## src/rtl/idex_hazard_reg_if.sv

```systemverilog
// ID/EX boundary bundle: decode-side inputs, registered ID/EX fields
// and the hazard enables returned to fetch/decode.
interface idex_hazard_reg_if;
  logic [4:0]  IFID_RegisterRs;
  logic [4:0]  IFID_RegisterRt;
  logic [4:0]  IFID_RegisterRd;
  logic [31:0] ID_ReadData1;
  logic [31:0] ID_ReadData2;
  logic [31:0] ID_Imm;
  logic        ID_RegWrite;
  logic        ID_MemRead;
  logic        ID_MemWrite;
  logic        ID_MemtoReg;
  logic        ID_RegDst;
  logic        ID_ALUSrc;
  logic [1:0]  ID_ALUOp;
  logic        ID_UsesRt;
  logic        flush;
  logic        mem_busy;
  // Test/debug preload of the stall counter.
  logic        sc_load;
  logic [15:0] sc_load_val;

  logic [4:0]  IDEX_RegisterRs;
  logic [4:0]  IDEX_RegisterRt;
  logic [4:0]  IDEX_RegisterRd;
  logic [31:0] IDEX_ReadData1;
  logic [31:0] IDEX_ReadData2;
  logic [31:0] IDEX_Imm;
  logic        IDEX_RegWrite;
  logic        IDEX_MemRead;
  logic        IDEX_MemWrite;
  logic        IDEX_MemtoReg;
  logic        IDEX_RegDst;
  logic        IDEX_ALUSrc;
  logic [1:0]  IDEX_ALUOp;
  logic        PCWrite;
  logic        IFID_Write;
  logic        stall;
  logic [15:0] stall_count;

  modport master (
    output IFID_RegisterRs, IFID_RegisterRt, IFID_RegisterRd,
    output ID_ReadData1, ID_ReadData2, ID_Imm,
    output ID_RegWrite, ID_MemRead, ID_MemWrite,
    output ID_MemtoReg, ID_RegDst, ID_ALUSrc,
    output ID_ALUOp, ID_UsesRt, flush, mem_busy,
    output sc_load, sc_load_val,
    input  IDEX_RegisterRs, IDEX_RegisterRt, IDEX_RegisterRd,
    input  IDEX_ReadData1, IDEX_ReadData2, IDEX_Imm,
    input  IDEX_RegWrite, IDEX_MemRead, IDEX_MemWrite,
    input  IDEX_MemtoReg, IDEX_RegDst, IDEX_ALUSrc,
    input  IDEX_ALUOp, PCWrite, IFID_Write, stall, stall_count
  );

  modport slave (
    input  IFID_RegisterRs, IFID_RegisterRt, IFID_RegisterRd,
    input  ID_ReadData1, ID_ReadData2, ID_Imm,
    input  ID_RegWrite, ID_MemRead, ID_MemWrite,
    input  ID_MemtoReg, ID_RegDst, ID_ALUSrc,
    input  ID_ALUOp, ID_UsesRt, flush, mem_busy,
    input  sc_load, sc_load_val,
    output IDEX_RegisterRs, IDEX_RegisterRt, IDEX_RegisterRd,
    output IDEX_ReadData1, IDEX_ReadData2, IDEX_Imm,
    output IDEX_RegWrite, IDEX_MemRead, IDEX_MemWrite,
    output IDEX_MemtoReg, IDEX_RegDst, IDEX_ALUSrc,
    output IDEX_ALUOp, PCWrite, IFID_Write, stall, stall_count
  );
endinterface

```

## src/rtl/idex_hazard_reg.sv

```systemverilog
// ID/EX pipeline register with load-use hazard detection,
// flush/freeze handling and a saturating stall counter.
module idex_hazard_reg (
  input logic         clk,
  input logic         reset,
  idex_hazard_reg_if.slave bus
);

  typedef enum logic [1:0] {
    M_LOAD,
    M_BUBBLE,
    M_FLUSH,
    M_HOLD
  } mode_e;

  mode_e mode;
  logic  rs_hit;
  logic  rt_hit;
  logic  load_use;
  logic  sel_hold;
  logic  sel_flush;
  logic  sel_bubble;

  assign rs_hit = bus.IDEX_RegisterRt == bus.IFID_RegisterRs;
  assign rt_hit = bus.ID_UsesRt &&
                  (bus.IDEX_RegisterRt == bus.IFID_RegisterRt);

  assign load_use = bus.IDEX_MemRead &&
                    (bus.IDEX_RegisterRt != 5'd0) &&
                    (rs_hit || rt_hit);

  // Mutually exclusive selects encode the priority order;
  // reset forces the pass-through enables.
  assign sel_hold   = !reset && bus.mem_busy;
  assign sel_flush  = !reset && !bus.mem_busy && bus.flush;
  assign sel_bubble = !reset && !bus.mem_busy && !bus.flush &&
                      load_use;

  always_comb begin
    mode = M_LOAD;
    unique case (1'b1)
      sel_hold:   mode = M_HOLD;
      sel_flush:  mode = M_FLUSH;
      sel_bubble: mode = M_BUBBLE;
      default:    mode = M_LOAD;
    endcase
  end

  always_comb begin
    bus.PCWrite    = 1'b1;
    bus.IFID_Write = 1'b1;
    bus.stall      = 1'b0;
    unique case (mode)
      M_HOLD: begin
        bus.PCWrite    = 1'b0;
        bus.IFID_Write = 1'b0;
      end
      M_BUBBLE: begin
        bus.PCWrite    = 1'b0;
        bus.IFID_Write = 1'b0;
        bus.stall      = 1'b1;
      end
      default: begin
        bus.PCWrite    = 1'b1;
        bus.IFID_Write = 1'b1;
      end
    endcase
  end

  always_ff @(posedge clk or posedge reset) begin
    if (reset) begin
      bus.IDEX_RegisterRs <= '0;
      bus.IDEX_RegisterRt <= '0;
      bus.IDEX_RegisterRd <= '0;
      bus.IDEX_ReadData1  <= '0;
      bus.IDEX_ReadData2  <= '0;
      bus.IDEX_Imm        <= '0;
      bus.IDEX_RegWrite   <= 1'b0;
      bus.IDEX_MemRead    <= 1'b0;
      bus.IDEX_MemWrite   <= 1'b0;
      bus.IDEX_MemtoReg   <= 1'b0;
      bus.IDEX_RegDst     <= 1'b0;
      bus.IDEX_ALUSrc     <= 1'b0;
      bus.IDEX_ALUOp      <= '0;
    end else begin
      unique case (mode)
        M_LOAD: begin
          bus.IDEX_RegisterRs <= bus.IFID_RegisterRs;
          bus.IDEX_RegisterRt <= bus.IFID_RegisterRt;
          bus.IDEX_RegisterRd <= bus.IFID_RegisterRd;
          bus.IDEX_ReadData1  <= bus.ID_ReadData1;
          bus.IDEX_ReadData2  <= bus.ID_ReadData2;
          bus.IDEX_Imm        <= bus.ID_Imm;
          bus.IDEX_RegWrite   <= bus.ID_RegWrite;
          bus.IDEX_MemRead    <= bus.ID_MemRead;
          bus.IDEX_MemWrite   <= bus.ID_MemWrite;
          bus.IDEX_MemtoReg   <= bus.ID_MemtoReg;
          bus.IDEX_RegDst     <= bus.ID_RegDst;
          bus.IDEX_ALUSrc     <= bus.ID_ALUSrc;
          bus.IDEX_ALUOp      <= bus.ID_ALUOp;
        end
        M_BUBBLE, M_FLUSH: begin
          bus.IDEX_RegisterRs <= '0;
          bus.IDEX_RegisterRt <= '0;
          bus.IDEX_RegisterRd <= '0;
          bus.IDEX_ReadData1  <= '0;
          bus.IDEX_ReadData2  <= '0;
          bus.IDEX_Imm        <= '0;
          bus.IDEX_RegWrite   <= 1'b0;
          bus.IDEX_MemRead    <= 1'b0;
          bus.IDEX_MemWrite   <= 1'b0;
          bus.IDEX_MemtoReg   <= 1'b0;
          bus.IDEX_RegDst     <= 1'b0;
          bus.IDEX_ALUSrc     <= 1'b0;
          bus.IDEX_ALUOp      <= '0;
        end
        default: begin
        end
      endcase
    end
  end

  always_ff @(posedge clk or posedge reset) begin
    if (reset) begin
      bus.stall_count <= '0;
    end else if (bus.sc_load) begin
      bus.stall_count <= bus.sc_load_val;
    end else if ((mode == M_BUBBLE) &&
                 (bus.stall_count != 16'hFFFF)) begin
      bus.stall_count <= bus.stall_count + 16'd1;
    end
  end

endmodule

```

## src/flat_wrapper.sv

```systemverilog
// flat-port wrapper written by rule: the top's interface ports become plain ports
module idex_hazard_reg_flat 
  (clk, reset, bus_IFID_RegisterRs, bus_IFID_RegisterRt, bus_IFID_RegisterRd, bus_ID_ReadData1, bus_ID_ReadData2, bus_ID_Imm, bus_ID_RegWrite, bus_ID_MemRead, bus_ID_MemWrite, bus_ID_MemtoReg, bus_ID_RegDst, bus_ID_ALUSrc, bus_ID_ALUOp, bus_ID_UsesRt, bus_flush, bus_mem_busy, bus_sc_load, bus_sc_load_val, bus_IDEX_RegisterRs, bus_IDEX_RegisterRt, bus_IDEX_RegisterRd, bus_IDEX_ReadData1, bus_IDEX_ReadData2, bus_IDEX_Imm, bus_IDEX_RegWrite, bus_IDEX_MemRead, bus_IDEX_MemWrite, bus_IDEX_MemtoReg, bus_IDEX_RegDst, bus_IDEX_ALUSrc, bus_IDEX_ALUOp, bus_PCWrite, bus_IFID_Write, bus_stall, bus_stall_count);
  idex_hazard_reg_if bus_i ();
  input logic clk;
  input logic reset;
  input wire logic [$bits(bus_i.IFID_RegisterRs)-1:0] bus_IFID_RegisterRs;
  input wire logic [$bits(bus_i.IFID_RegisterRt)-1:0] bus_IFID_RegisterRt;
  input wire logic [$bits(bus_i.IFID_RegisterRd)-1:0] bus_IFID_RegisterRd;
  input wire logic [$bits(bus_i.ID_ReadData1)-1:0] bus_ID_ReadData1;
  input wire logic [$bits(bus_i.ID_ReadData2)-1:0] bus_ID_ReadData2;
  input wire logic [$bits(bus_i.ID_Imm)-1:0] bus_ID_Imm;
  input wire logic [$bits(bus_i.ID_RegWrite)-1:0] bus_ID_RegWrite;
  input wire logic [$bits(bus_i.ID_MemRead)-1:0] bus_ID_MemRead;
  input wire logic [$bits(bus_i.ID_MemWrite)-1:0] bus_ID_MemWrite;
  input wire logic [$bits(bus_i.ID_MemtoReg)-1:0] bus_ID_MemtoReg;
  input wire logic [$bits(bus_i.ID_RegDst)-1:0] bus_ID_RegDst;
  input wire logic [$bits(bus_i.ID_ALUSrc)-1:0] bus_ID_ALUSrc;
  input wire logic [$bits(bus_i.ID_ALUOp)-1:0] bus_ID_ALUOp;
  input wire logic [$bits(bus_i.ID_UsesRt)-1:0] bus_ID_UsesRt;
  input wire logic [$bits(bus_i.flush)-1:0] bus_flush;
  input wire logic [$bits(bus_i.mem_busy)-1:0] bus_mem_busy;
  input wire logic [$bits(bus_i.sc_load)-1:0] bus_sc_load;
  input wire logic [$bits(bus_i.sc_load_val)-1:0] bus_sc_load_val;
  output wire logic [$bits(bus_i.IDEX_RegisterRs)-1:0] bus_IDEX_RegisterRs;
  output wire logic [$bits(bus_i.IDEX_RegisterRt)-1:0] bus_IDEX_RegisterRt;
  output wire logic [$bits(bus_i.IDEX_RegisterRd)-1:0] bus_IDEX_RegisterRd;
  output wire logic [$bits(bus_i.IDEX_ReadData1)-1:0] bus_IDEX_ReadData1;
  output wire logic [$bits(bus_i.IDEX_ReadData2)-1:0] bus_IDEX_ReadData2;
  output wire logic [$bits(bus_i.IDEX_Imm)-1:0] bus_IDEX_Imm;
  output wire logic [$bits(bus_i.IDEX_RegWrite)-1:0] bus_IDEX_RegWrite;
  output wire logic [$bits(bus_i.IDEX_MemRead)-1:0] bus_IDEX_MemRead;
  output wire logic [$bits(bus_i.IDEX_MemWrite)-1:0] bus_IDEX_MemWrite;
  output wire logic [$bits(bus_i.IDEX_MemtoReg)-1:0] bus_IDEX_MemtoReg;
  output wire logic [$bits(bus_i.IDEX_RegDst)-1:0] bus_IDEX_RegDst;
  output wire logic [$bits(bus_i.IDEX_ALUSrc)-1:0] bus_IDEX_ALUSrc;
  output wire logic [$bits(bus_i.IDEX_ALUOp)-1:0] bus_IDEX_ALUOp;
  output wire logic [$bits(bus_i.PCWrite)-1:0] bus_PCWrite;
  output wire logic [$bits(bus_i.IFID_Write)-1:0] bus_IFID_Write;
  output wire logic [$bits(bus_i.stall)-1:0] bus_stall;
  output wire logic [$bits(bus_i.stall_count)-1:0] bus_stall_count;
  assign bus_i.IFID_RegisterRs = bus_IFID_RegisterRs;
  assign bus_i.IFID_RegisterRt = bus_IFID_RegisterRt;
  assign bus_i.IFID_RegisterRd = bus_IFID_RegisterRd;
  assign bus_i.ID_ReadData1 = bus_ID_ReadData1;
  assign bus_i.ID_ReadData2 = bus_ID_ReadData2;
  assign bus_i.ID_Imm = bus_ID_Imm;
  assign bus_i.ID_RegWrite = bus_ID_RegWrite;
  assign bus_i.ID_MemRead = bus_ID_MemRead;
  assign bus_i.ID_MemWrite = bus_ID_MemWrite;
  assign bus_i.ID_MemtoReg = bus_ID_MemtoReg;
  assign bus_i.ID_RegDst = bus_ID_RegDst;
  assign bus_i.ID_ALUSrc = bus_ID_ALUSrc;
  assign bus_i.ID_ALUOp = bus_ID_ALUOp;
  assign bus_i.ID_UsesRt = bus_ID_UsesRt;
  assign bus_i.flush = bus_flush;
  assign bus_i.mem_busy = bus_mem_busy;
  assign bus_i.sc_load = bus_sc_load;
  assign bus_i.sc_load_val = bus_sc_load_val;
  assign bus_IDEX_RegisterRs = bus_i.IDEX_RegisterRs;
  assign bus_IDEX_RegisterRt = bus_i.IDEX_RegisterRt;
  assign bus_IDEX_RegisterRd = bus_i.IDEX_RegisterRd;
  assign bus_IDEX_ReadData1 = bus_i.IDEX_ReadData1;
  assign bus_IDEX_ReadData2 = bus_i.IDEX_ReadData2;
  assign bus_IDEX_Imm = bus_i.IDEX_Imm;
  assign bus_IDEX_RegWrite = bus_i.IDEX_RegWrite;
  assign bus_IDEX_MemRead = bus_i.IDEX_MemRead;
  assign bus_IDEX_MemWrite = bus_i.IDEX_MemWrite;
  assign bus_IDEX_MemtoReg = bus_i.IDEX_MemtoReg;
  assign bus_IDEX_RegDst = bus_i.IDEX_RegDst;
  assign bus_IDEX_ALUSrc = bus_i.IDEX_ALUSrc;
  assign bus_IDEX_ALUOp = bus_i.IDEX_ALUOp;
  assign bus_PCWrite = bus_i.PCWrite;
  assign bus_IFID_Write = bus_i.IFID_Write;
  assign bus_stall = bus_i.stall;
  assign bus_stall_count = bus_i.stall_count;
  idex_hazard_reg u_core (.clk(clk), .reset(reset), .bus(bus_i));
endmodule
```

## config.mk

```make
export PLATFORM = sky130hd
export DESIGN_NAME = idex_hazard_reg_flat
export DESIGN_NICKNAME = d
export VERILOG_FILES = /design/src/rtl/idex_hazard_reg_if.sv /design/src/rtl/idex_hazard_reg.sv /design/src/flat_wrapper.sv
export SDC_FILE = /design/constraint.sdc
export NUM_CORES = 1
export LEC_CHECK = 0
export ABC_AREA = 1
export ABC_CLOCK_PERIOD_IN_PS = 10670
export CAP_MARGIN = 0
export CORE_MARGIN = 5
export CORE_UTILIZATION = 35
export DETAILED_ROUTE_END_ITERATION = 8
export PLACE_DENSITY = 0.69
export SETUP_SLACK_MARGIN = 0.4
export SLEW_MARGIN = 10
export SYNTH_ARGS = -nofsm -noshare
export SYNTH_HDL_FRONTEND = slang
export SYNTH_SLANG_ARGS = --single-unit
```

## constraint.sdc

```tcl
create_clock -name clk -period 10.67 [get_ports clk]
set_clock_uncertainty 0.15 [all_clocks]
set_input_delay 2.134 -clock clk [delete_from_list [all_inputs] [get_ports clk]]
set_output_delay 2.134 -clock clk [all_outputs]
set_load 0.005 [all_outputs]
```

==> flow_metrics.tcl <==
set metrics [dict create \
    netlist_top_cells_count "nand2_1 (308), nand3_1 (144), dfrtp_1 (135)" \
    syn-num-nets 880 \
    cp_slowest_stage_delay_ns 0.51 \
    finalCritPeriodShare 0.620 \
    leakage_nw 4.51 \
    synth_edf_count 0 \
    yosysUniqueCellTypes 25 \
    vias 5879 \
    path_class "in2out" \
    finalSetupViolCount 0 \
    grt_setup_unrepaired "no" \
    synth_flop_cell "dfrtp_1" \
    n_fill_cell 1531 \
    core_area_sq_um 16700 \
    grt_overflow 0 \
    relSlewSlack 0.386 \
    final_antenna_net_count 0 \
    grt_antenna_before_repair 0 \
    netlist_area_sq_um 6000 \
    hold_viol_final 0 \
    setup_tns_ns 0 \
    syn_to_final_growth_pct 58.9 \
    die_h_um 141 \
    end_kind "primary output" \
    port_buffers 278 \
    wl_um 20200 \
    drt_iter0_drc 369 \
    startpoint_type "primary input" \
    worst_pin_slew_ns 0.921 \
    grt_pass1_vias 5927 \
    finalCriticalPeriod_ns 6.62 \
    fin_area_sq_um 9530 \
    ctsResizeCount 0 \
    start_util 0.359 \
    avgSynthCellArea_sq_um 8.15 \
    worstPathMaxFanout 3 \
    fmax_mhz 151 \
    critPathBufInv 2 \
    ys_warn_count 0 \
    gp_congestion 0.897 \
    die_area_sq_um 19900 \
    grt_pass1_wl_um 32200 \
    post-route-drc-count 0 \
    clk_pin_slew_ns 0.06 \
    drt_pass1_iterations 4 \
    synth.most_common_cell "nand2_1" \
    cts_setup_buffers 0 \
    grt_max_degree 76 \
    status "completed" \
    max-vdd-ir-drop_mv 0.104 \
    row_count 47 \
    dpl-instance-area_sq_um 8940 \
    synth_top_area_share 0.563 \
    power.density_nw_per_um2 157 \
    crit_family "buffers and inverters" \
    grtUsageTotal 0.204 \
    ios 279 \
    postCtsHoldBufs 0 \
    multi_input_area_sq_um 2370 \
    cts_made_buffers 17 \
    final_cells 1226 \
    layout.area.seq_sq_um 3380 \
    synth_area_leaders "dfrtp_1 (56%), nand2_1 (19%), nand3_1 (12%)" \
    ys_seq_elements 135 \
    cts_tree "yes" \
    cts.htree.levels 4 \
    fin_nets 1138 \
    yosysSeqAreaShare 0.563 \
    ys_async_sr_fraction 1.00 \
    placed_cells 1195 \
    vias_per_cell 4.80 \
    clkLatencyLatePin_ns 0.41 \
    die_x_um 141 \
    numClockSinks 135 \
    diodes 0 \
    synth_top_area_cell "dfrtp_1" \
    crit_required_ns 8.39 \
    cts_buffer_depth 2 \
    hpwl_um 14200 \
    min_path_type "reg2reg" \
    synthCells 736 \
    drv_slew 0 \
    worst_path_max_delay_cell "clkdlybuf4s50_1" \
    clockRootBuffer "clkbuf_16" \
    routedWlPerCell_um 16.5 \
    arrival_ns 4.33 \
    final_layout_size_suffix_gt1_frac 0.0467 \
    path_cells "clkdlybuf4s50_1, xor2_1, nor2_1, nand3_1, nand2_1, nand2_1, o21ai_0, ha_4, clkdlybuf4s50_1" \
    cap_violations 0 \
]
cells by family after synthesis:
| group | count (synthesis) | synth area share |
|---|---|---|
| AND/OR/NAND/NOR | 497 | 0.352 |
| buffers and inverters | 70 | 0.0467 |
| adder cells (fa/ha/maj) | 3 | 0.00626 |
| flip-flops | 135 | 0.563 |
| XOR/XNOR | 8 | 0.0117 |
| AO/OA/AOI/OAI | 23 | 0.0200 |
area by class of cell:
class	instances	share of cell area
clock buffer	19	0.0465
clock inverter	12	0.0151
inverter	26	0.0109
multi-input combinational	531	0.248
sequential	135	0.354
tap	220	0.0289
timing repair buffer	283	0.296
flip-flops by register name, summed over array words and instances, names as in the netlist:
| register | count |
|---|---|
| u_core.bus.IDEX_Imm | 32 |
| u_core.bus.IDEX_ReadData1 | 32 |
| u_core.bus.IDEX_ReadData2 | 32 |
| u_core.bus.stall_count | 16 |
| u_core.bus.IDEX_RegisterRd | 5 |
| u_core.bus.IDEX_RegisterRs | 5 |
| u_core.bus.IDEX_RegisterRt | 5 |
| u_core.bus.IDEX_ALUOp | 2 |
| u_core.bus.IDEX_ALUSrc | 1 |
| u_core.bus.IDEX_MemRead | 1 |
| u_core.bus.IDEX_MemWrite | 1 |
| u_core.bus.IDEX_MemtoReg | 1 |
| u_core.bus.IDEX_RegDst | 1 |
| u_core.bus.IDEX_RegWrite | 1 |
tightest hold or removal path: stages (launching register included):
cell and delay [ns]:
dfrtp_1 0.34, nand2_1 0.05, nand2_1 0.06
final timing paths:
| path | endpoint | start | depth (start not counted) | slack, ns |
|---|---|---|---|---|
| hold reg to reg | u_core.bus.IDEX_ReadData1[2] | u_core.bus.IDEX_ReadData1[2] | 2 | 0.32 |
| min in group asynchronous | u_core.bus.IDEX_ReadData1[3] | reset | 2 | 2.11 |
| max in group asynchronous | u_core.bus.IDEX_ReadData1[12] | reset | 3 | 6.91 |
| setup / recovery | bus_stall | bus_IFID_RegisterRt[2] | 9 | 4.05 |
| hold / removal | u_core.bus.IDEX_ReadData1[2] | u_core.bus.IDEX_ReadData1[2] | 2 | 0.32 |
| setup reg to reg | u_core.bus.IDEX_RegisterRt[3] | u_core.bus.IDEX_RegisterRt[4] | 11 | 6.45 |
where the power goes:
group          internal, mW  switching [mW]  leakage [nW]  total (mW)
Combinational         0.173           0.129          2.51       0.302
Clock                 0.353           0.233         0.277       0.586
Sequential            0.566          0.0411          1.72       0.607
Total                  1.09           0.403          4.51        1.49
metrics by stage:
stage          power [mW]  setup slack (ns)  hold WS, ns  utilization
2_1_floorplan       0.714              2.48        0.323            -
4_1_cts              1.51              4.09        0.330        0.571
6_report             1.49              4.05        0.324        0.571
3_3_place_gp        0.918              4.09        0.312        0.536
5_1_grt              1.57              3.99        0.346        0.571
3_5_place_dp        0.920              4.09        0.315        0.536
placed cells by master, fill, tap and decap left out, types with 2 or more instances in the layout:
cell             count
xor2_1               6
o22ai_1              2
nand3_1            144
buf_4                5
clkinvlp_4           3
nand4_1              8
nand2_2              2
nand2_1            308
clkdlybuf4s50_1    278
ha_4                 2
nor3_1               4
a21oi_1              4
dfrtp_1            135
bufinv_16            2
clkinv_4             3
clkbuf_16           17
nor2_4               4
xnor2_1              2
nor2_1              24
o21ai_0             15
nor2_2               2
inv_6                5
inv_1               24
layer usage:
layer / up-vias / GRT usage / share of wire
met1: 2754 / 0.259 / 0.41
met5: - / 0 / 0
met3: 41 / 0.0633 / 0.083
li1: 2876 / - / -
met4: 0 / 0.0770 / 0.032
met2: 208 / 0.328 / 0.47
No activity file was read; power rests on OpenSTA's default activity.
